--- src/rtl/uart_pkg.sv ---
// uart_pkg: shared UART FSM encoding, oversampling constants and default line settings
package uart_pkg;
  typedef enum logic [2:0] {RX_IDLE, RX_START, RX_DATA, RX_PARITY, RX_STOP} rx_state_e;
  localparam int OVERSAMPLE = 16;
  localparam int MID_SAMPLE = 8;
  localparam int CLK_HZ_DEF = 100000000;
  localparam int BAUD_DEF = 9600;
endpackage

--- src/rtl/uart_rx_if.sv ---
// uart_rx_if: receive-side byte handshake and status flags toward the peripheral register file
interface uart_rx_if;
  logic [7:0] rx_data;
  logic rx_valid;
  logic rx_ack;
  logic overrun;
  logic frame_err;
  logic irq;
  modport master(output rx_data, rx_valid, overrun, frame_err, irq, input rx_ack);
  modport slave(input rx_data, rx_valid, overrun, frame_err, irq, output rx_ack);
endinterface

--- src/rtl/uart_baud_tick.sv ---
// uart_baud_tick: free-running 0..DIV-1 counter pulsing tick once per oversample period
module uart_baud_tick #(
  parameter int DIV = 651
) (
  input  logic clk,
  input  logic reset,
  output logic tick
);
  localparam int W = DIV > 1 ? $clog2(DIV) : 1;
  logic [W-1:0] cnt_q, cnt_d;
  assign tick = cnt_q == W'(DIV - 1);
  always_comb cnt_d = tick ? '0 : cnt_q + W'(1);
  always_ff @(posedge clk or negedge reset)
    if (!reset) cnt_q <= '0;
    else cnt_q <= cnt_d;
endmodule

--- src/rtl/uart_rx.sv ---
// uart_rx: 16x-oversampled 8N1 receiver, 8E1 when UART_RX_PARITY_EN is defined, with valid/ack delivery
module uart_rx
  import uart_pkg::*;
#(
  parameter int CLK_HZ = CLK_HZ_DEF,
  parameter int BAUD = BAUD_DEF,
  parameter int DIV = CLK_HZ / (BAUD * OVERSAMPLE)
) (
  input  logic clk,
  input  logic reset,
  input  logic din,
  uart_rx_if.master rx
);
`ifdef UART_RX_PARITY_EN
  localparam rx_state_e AFTER_DATA = RX_PARITY;
`else
  localparam rx_state_e AFTER_DATA = RX_STOP;
`endif
  rx_state_e state_q, state_d;
  logic [1:0] sync_q, sync_d;
  logic [3:0] sc_q, sc_d;
  logic [2:0] bi_q, bi_d;
  logic [7:0] shift_q, shift_d, data_q, data_d;
  logic par_err_q, par_err_d, valid_q, valid_d, overrun_q, overrun_d, ferr_q, ferr_d;
  logic tick, din_s, mid, full, stop_hit, good, deliver, take;
  uart_baud_tick #(.DIV(DIV)) u_tick (.clk(clk), .reset(reset), .tick(tick));
  assign din_s = sync_q[1];
  assign mid = sc_q == 4'(MID_SAMPLE - 1);
  assign full = sc_q == 4'(OVERSAMPLE - 1);
  always_comb begin
    sync_d = {sync_q[0], din};
    state_d = state_q;
    sc_d = tick ? sc_q + 4'd1 : sc_q;
    bi_d = bi_q;
    shift_d = shift_q;
    par_err_d = par_err_q;
    stop_hit = 1'b0;
    if (tick)
      case (state_q)
        RX_IDLE: begin
          sc_d = '0;
          state_d = din_s ? RX_IDLE : RX_START;
        end
        RX_START:
          if (mid) begin
            sc_d = '0;
            bi_d = '0;
            state_d = din_s ? RX_IDLE : RX_DATA;
          end
        RX_DATA:
          if (full) begin
            shift_d[bi_q] = din_s;
            bi_d = bi_q + 3'd1;
            state_d = bi_q == 3'd7 ? AFTER_DATA : RX_DATA;
          end
`ifdef UART_RX_PARITY_EN
        RX_PARITY:
          if (full) begin
            par_err_d = ^{shift_q, din_s};
            state_d = RX_STOP;
          end
`endif
        RX_STOP:
          if (full) begin
            stop_hit = 1'b1;
            state_d = RX_IDLE;
          end
        default: state_d = RX_IDLE;
      endcase
  end
  assign good = din_s & ~par_err_q;
  assign deliver = stop_hit & good;
  assign take = deliver & (~valid_q | rx.rx_ack);
  always_comb begin
    data_d = take ? shift_q : data_q;
    valid_d = take | (valid_q & ~rx.rx_ack);
    overrun_d = (deliver & valid_q & ~rx.rx_ack) | (overrun_q & ~rx.rx_ack);
    ferr_d = (stop_hit & ~good) | (ferr_q & ~rx.rx_ack);
  end
  always_ff @(posedge clk or negedge reset)
    if (!reset) begin
      state_q <= RX_IDLE;
      sync_q <= 2'b11;
      sc_q <= '0;
      bi_q <= '0;
      shift_q <= '0;
      par_err_q <= 1'b0;
      data_q <= '0;
      valid_q <= 1'b0;
      overrun_q <= 1'b0;
      ferr_q <= 1'b0;
    end else begin
      state_q <= state_d;
      sync_q <= sync_d;
      sc_q <= sc_d;
      bi_q <= bi_d;
      shift_q <= shift_d;
      par_err_q <= par_err_d;
      data_q <= data_d;
      valid_q <= valid_d;
      overrun_q <= overrun_d;
      ferr_q <= ferr_d;
    end
  assign rx.rx_data = data_q;
  assign rx.rx_valid = valid_q;
  assign rx.overrun = overrun_q;
  assign rx.frame_err = ferr_q;
  assign rx.irq = valid_q | overrun_q | ferr_q;
endmodule

--- src/flat_wrapper.sv ---
// flat-port wrapper written by rule: the top's interface ports become plain ports
module uart_rx_flat import uart_pkg::*;
#(
  parameter int CLK_HZ = CLK_HZ_DEF,
  parameter int BAUD = BAUD_DEF,
  parameter int DIV = CLK_HZ / (BAUD * OVERSAMPLE)
)
  (clk, reset, din, rx_rx_data, rx_rx_valid, rx_overrun, rx_frame_err, rx_irq, rx_rx_ack);
  uart_rx_if rx_i ();
  input  logic clk;
  input  logic reset;
  input  logic din;
  output wire logic [$bits(rx_i.rx_data)-1:0] rx_rx_data;
  output wire logic [$bits(rx_i.rx_valid)-1:0] rx_rx_valid;
  output wire logic [$bits(rx_i.overrun)-1:0] rx_overrun;
  output wire logic [$bits(rx_i.frame_err)-1:0] rx_frame_err;
  output wire logic [$bits(rx_i.irq)-1:0] rx_irq;
  input wire logic [$bits(rx_i.rx_ack)-1:0] rx_rx_ack;
  assign rx_rx_data = rx_i.rx_data;
  assign rx_rx_valid = rx_i.rx_valid;
  assign rx_overrun = rx_i.overrun;
  assign rx_frame_err = rx_i.frame_err;
  assign rx_irq = rx_i.irq;
  assign rx_i.rx_ack = rx_rx_ack;
  uart_rx #(.CLK_HZ(CLK_HZ), .BAUD(BAUD), .DIV(DIV)) u_core (.clk(clk), .reset(reset), .din(din), .rx(rx_i));
endmodule
--- config.mk ---
export PLATFORM = sky130hd
export DESIGN_NAME = uart_rx_flat
export DESIGN_NICKNAME = d
export VERILOG_FILES = /design/src/rtl/uart_pkg.sv /design/src/rtl/uart_rx_if.sv /design/src/rtl/uart_baud_tick.sv /design/src/rtl/uart_rx.sv /design/src/flat_wrapper.sv
export SDC_FILE = /design/constraint.sdc
export NUM_CORES = 1
export LEC_CHECK = 0
export ABC_AREA = 1
export BUFFER_PORTS_ARGS = -buffer_cell sky130_fd_sc_hd__clkbuf_2
export CELL_PAD_IN_SITES_DETAIL_PLACEMENT = 1
export CELL_PAD_IN_SITES_GLOBAL_PLACEMENT = 1
export CORE_ASPECT_RATIO = 1.4
export CORE_UTILIZATION = 30
export DETAILED_ROUTE_END_ITERATION = 10
export PLACE_DENSITY_LB_ADDON = 0.1
export SETUP_SLACK_MARGIN = 0.1
export SYNTH_ARGS = -nofsm -noshare
export SYNTH_HDL_FRONTEND = slang
export SYNTH_SLANG_ARGS = --single-unit
--- constraint.sdc ---
create_clock -name clk -period 2.7 [get_ports clk]
set_input_delay 0.27 -clock clk [delete_from_list [all_inputs] [get_ports clk]]
set_output_delay 0.27 -clock clk [all_outputs]
set_load 0.005 [all_outputs]
==> impl_metrics.env <==
export IMPL_synthCells=265
export IMPL_grt_max_degree=41
export IMPL_outcome="finished clean"
export IMPL_route_detailed_drc=0
export IMPL_antenna_found_initial=0
export IMPL_ys_ff_latch=41
export IMPL_power_frac_comb_pct=1.7
export IMPL_synth_area_top_cells="dfrtp_1, nand2_1, inv_1"
export IMPL_grt_busiest_layer="met2"
export IMPL_dp_cells=367
export IMPL_grt_pass1_wl_um=8510
export IMPL_dr_pass1_iters=4
export IMPL_cap_violations=0
export IMPL_r2r_slack_ps=660
export IMPL_min_period_ps=2040
export IMPL_layout_cells_non_filler=375
export IMPL_antenna_left=0
export IMPL_drtIter0Drc=77
export IMPL_track_usage_pct=15.4
export IMPL_gr_usage_met2_pct=27.6
export IMPL_synthesis_nets=274
export IMPL_wl_um=4880
export IMPL_report_final_slew_viol_count=0
export IMPL_routed_via_density=4.55
export IMPL_dieArea_um2=7420
export IMPL_tns_ps=0
export IMPL_crit_cells=8
export IMPL_cts_sinks=41
export IMPL_p_sw_uw=233
export IMPL_worst_path_max_delay_cell="dfrtp_1"
export IMPL_setup_viol=0
export IMPL_swShare_pct=22.0
export IMPL_ys_types=28
export IMPL_end_kind="flip-flop"
export IMPL_die_y_um=102
export IMPL_nets=291
export IMPL_vias=1708
export IMPL_fin_skew_ps=14.1
export IMPL_portBuffers=15
export IMPL_cts_hold_buf=0
export IMPL_synth_warnings=0
export IMPL_p_clk_share_pct=39.7
export IMPL_die_w_um=73.1
export IMPL_crit_path_max_fanout=12
export IMPL_use_met3_pct=2.69
export IMPL_cts_tree="yes"
export IMPL_critical_path_class="flip-flop to flip-flop"
export IMPL_grt_remaining_overflow=0
export IMPL_arrival_ps=2230
export IMPL_intPower_uw=827
export IMPL_routabilityCongestion=0.736
export IMPL_ios=16
export IMPL_max_freq_mhz=490
export IMPL_cts_buffer_depth=2
export IMPL_syn_avg_cell_area_um2=8.01
export IMPL_dp_hpwl_um=3690
export IMPL_rr_worst_depth=8
export IMPL_seq_area_um2=1030
export IMPL_slowest_delay_ps=390
export IMPL_path_buf_inv=0
export IMPL_min_path_type="input pin to flip-flop"
export IMPL_wire_per_inst_um=13.0
export IMPL_drive_gt1_share_pct=12.7
export IMPL_netlist_area_leader_share_pct=46.0
export IMPL_clock_latency_ps=300
export IMPL_peakVddDrop_mv=0.149
export IMPL_cts_setup_buffers=0
export IMPL_area_delta_synth_final_pct=11.7
export IMPL_final_core_util_pct=35.4
export IMPL_cp_start_kind="flip-flop"
export IMPL_crit_family="simple AND/OR/NAND/NOR gates"
export IMPL_multiInputGateArea_um2=925
export IMPL_cts_root_buffer="clkbuf_8"
export IMPL_htree_levels=2
export IMPL_finalCritPeriodShare_pct=75.6
export IMPL_crit_chain="ha_1 -> nand2_1 -> nor2_2 -> nand3_1 -> nor2_4 -> nand3_2 -> nand2_1 -> nand2_1"
export IMPL_rsz0062_at_grt="no"
export IMPL_start_util_pct=31.7
export IMPL_fillerInstances=845
export IMPL_clk_pin_slew_worst_paths_ps=80
export IMPL_yosysSeqAreaShare_pct=48.4
export IMPL_p_leak_uw=0.00118
export IMPL_finalHoldViolCount=0
export IMPL_core_um2=6700
export IMPL_power_density_nw_per_um2=447
export IMPL_worstPathRequired_ps=2890
export IMPL_worstReg2RegEnd="u_core.rx.rx_data[7]$_DFFE_PN0P_"
export IMPL_synth_area_um2=2120
export IMPL_cpMostUsedCell="nand2_1"
export IMPL_first_global_vias=1823
export IMPL_fp_row_count=35
export IMPL_synth_top_cell_by_area="dfrtp_1"
export IMPL_gr_usage_met1_pct=17.8
export IMPL_tightest_slew_ps=1040
export IMPL_slew_headroom_pct=30.9
export IMPL_cts_made_buffers=5
export IMPL_diodes=0
export IMPL_endpoint="u_core.rx.rx_data[7]$_DFFE_PN0P_"
export IMPL_seqPwrFrac_pct=58.6
export IMPL_ctsResizeCount=0
-- metrics by stage --
step	area, µm²	hold slack [ps]	setup slack, ps	total power, µW
after CTS	2370	38.4	610	1090
after global routing	2370	33.7	388	1110
after detailed placement	2280	351	630	653
after global placement	2280	349	715	653
final	2370	50.2	659	1060
after floorplan	2120	-25.6	1270	634
-- synth_stat cells --
library cell,number
inv_2,1
a21oi_1,5
o21ai_0,7
nand3_1,20
nor3b_1,1
nor2_1,28
clkbuf_1,1
buf_4,1
nand3_2,1
nor3_1,4
xnor2_1,1
nand3_4,1
dfstp_2,2
a21o_1,1
ha_1,5
o21ai_1,2
dfrtp_1,39
nand2_1,76
buf_1,1
nor2_2,4
nor4_1,1
xor2_1,4
nand4_1,18
inv_1,33
o22ai_1,1
buf_2,1
buf_6,2
nor2_4,4
-- per-layer routing --
layer	routed length, µm	vias up
met4	86	0
met5	0	-
met3	95	7
met1	2130	804
li1	-	881
met2	2570	16
-- cells in the final DEF (no fill, tap or decap), types with 5 or more instances in the layout --
master / Yosys / final
a21oi_1: 5 / 5
clkbuf_2: 0 / 15
clkbuf_8: 0 / 6
dfrtp_1: 39 / 39
ha_1: 5 / 5
inv_1: 33 / 33
nand2_1: 76 / 76
nand3_1: 20 / 20
nand4_1: 18 / 18
nor2_1: 28 / 28
o21ai_0: 7 / 7
-- area by class of cell --
cell class	instances	area share, %
Timing Repair Buffer	16	3.48
Multi-Input combinational cell	184	39.0
Tap cell	92	4.85
Clock inverter	1	0.316
Inverter	34	5.38
Sequential cell	41	43.4
Clock buffer	7	3.64
-- cell families after synthesis --
kind of cell    synth area share [%]
simple gates                    34.6
flops                           48.4
buf+inv                         8.01
compound gates                  3.95
xor+xnor                        2.06
fa+ha+maj                       2.95
-- sequential cells by signal, indices dropped and copies added, names as in the netlist, named ones only --
register             flops
u_core.shift_q           8
u_core.rx.overrun        1
u_core.u_tick.cnt_q     10
u_core.rx.frame_err      1
u_core.state_q           3
u_core.rx.rx_data        8
u_core.sc_q              3
u_core.sync_q            2
u_core.rx.rx_valid       1
u_core.bi_q              3
-- worst min path at each step --
stage               cells after the start                    endpoint                       start  slack (ps)
detailed placement                      0  u_core.sync_q[1]$_DFF_PN1_  u_core.sync_q[0]$_DFF_PN1_         350
global placement                        0  u_core.sync_q[1]$_DFF_PN1_  u_core.sync_q[0]$_DFF_PN1_         350
floorplan                               0                   async pin                       reset         -30
global route                            1  u_core.sync_q[0]$_DFF_PN1_                         din          30
CTS                                     1  u_core.sync_q[0]$_DFF_PN1_                         din          40
finish                                  1  u_core.sync_q[0]$_DFF_PN1_                         din          50
-- power groups by stage --
| stage | Combinational [µW] | Sequential [µW] | Clock [µW] |
|---|---|---|---|
| 2_1_floorplan | 5.45 | 629 | 0 |
| 3_5_place_dp | 19.6 | 633 | 0 |
| 4_1_cts | 19.6 | 621 | 447 |
| 5_1_grt | 21.9 | 622 | 469 |
| 3_3_place_gp | 20.0 | 633 | 0 |
| 6_report | 18.1 | 621 | 421 |
No activity file was read; power rests on OpenSTA's default activity.
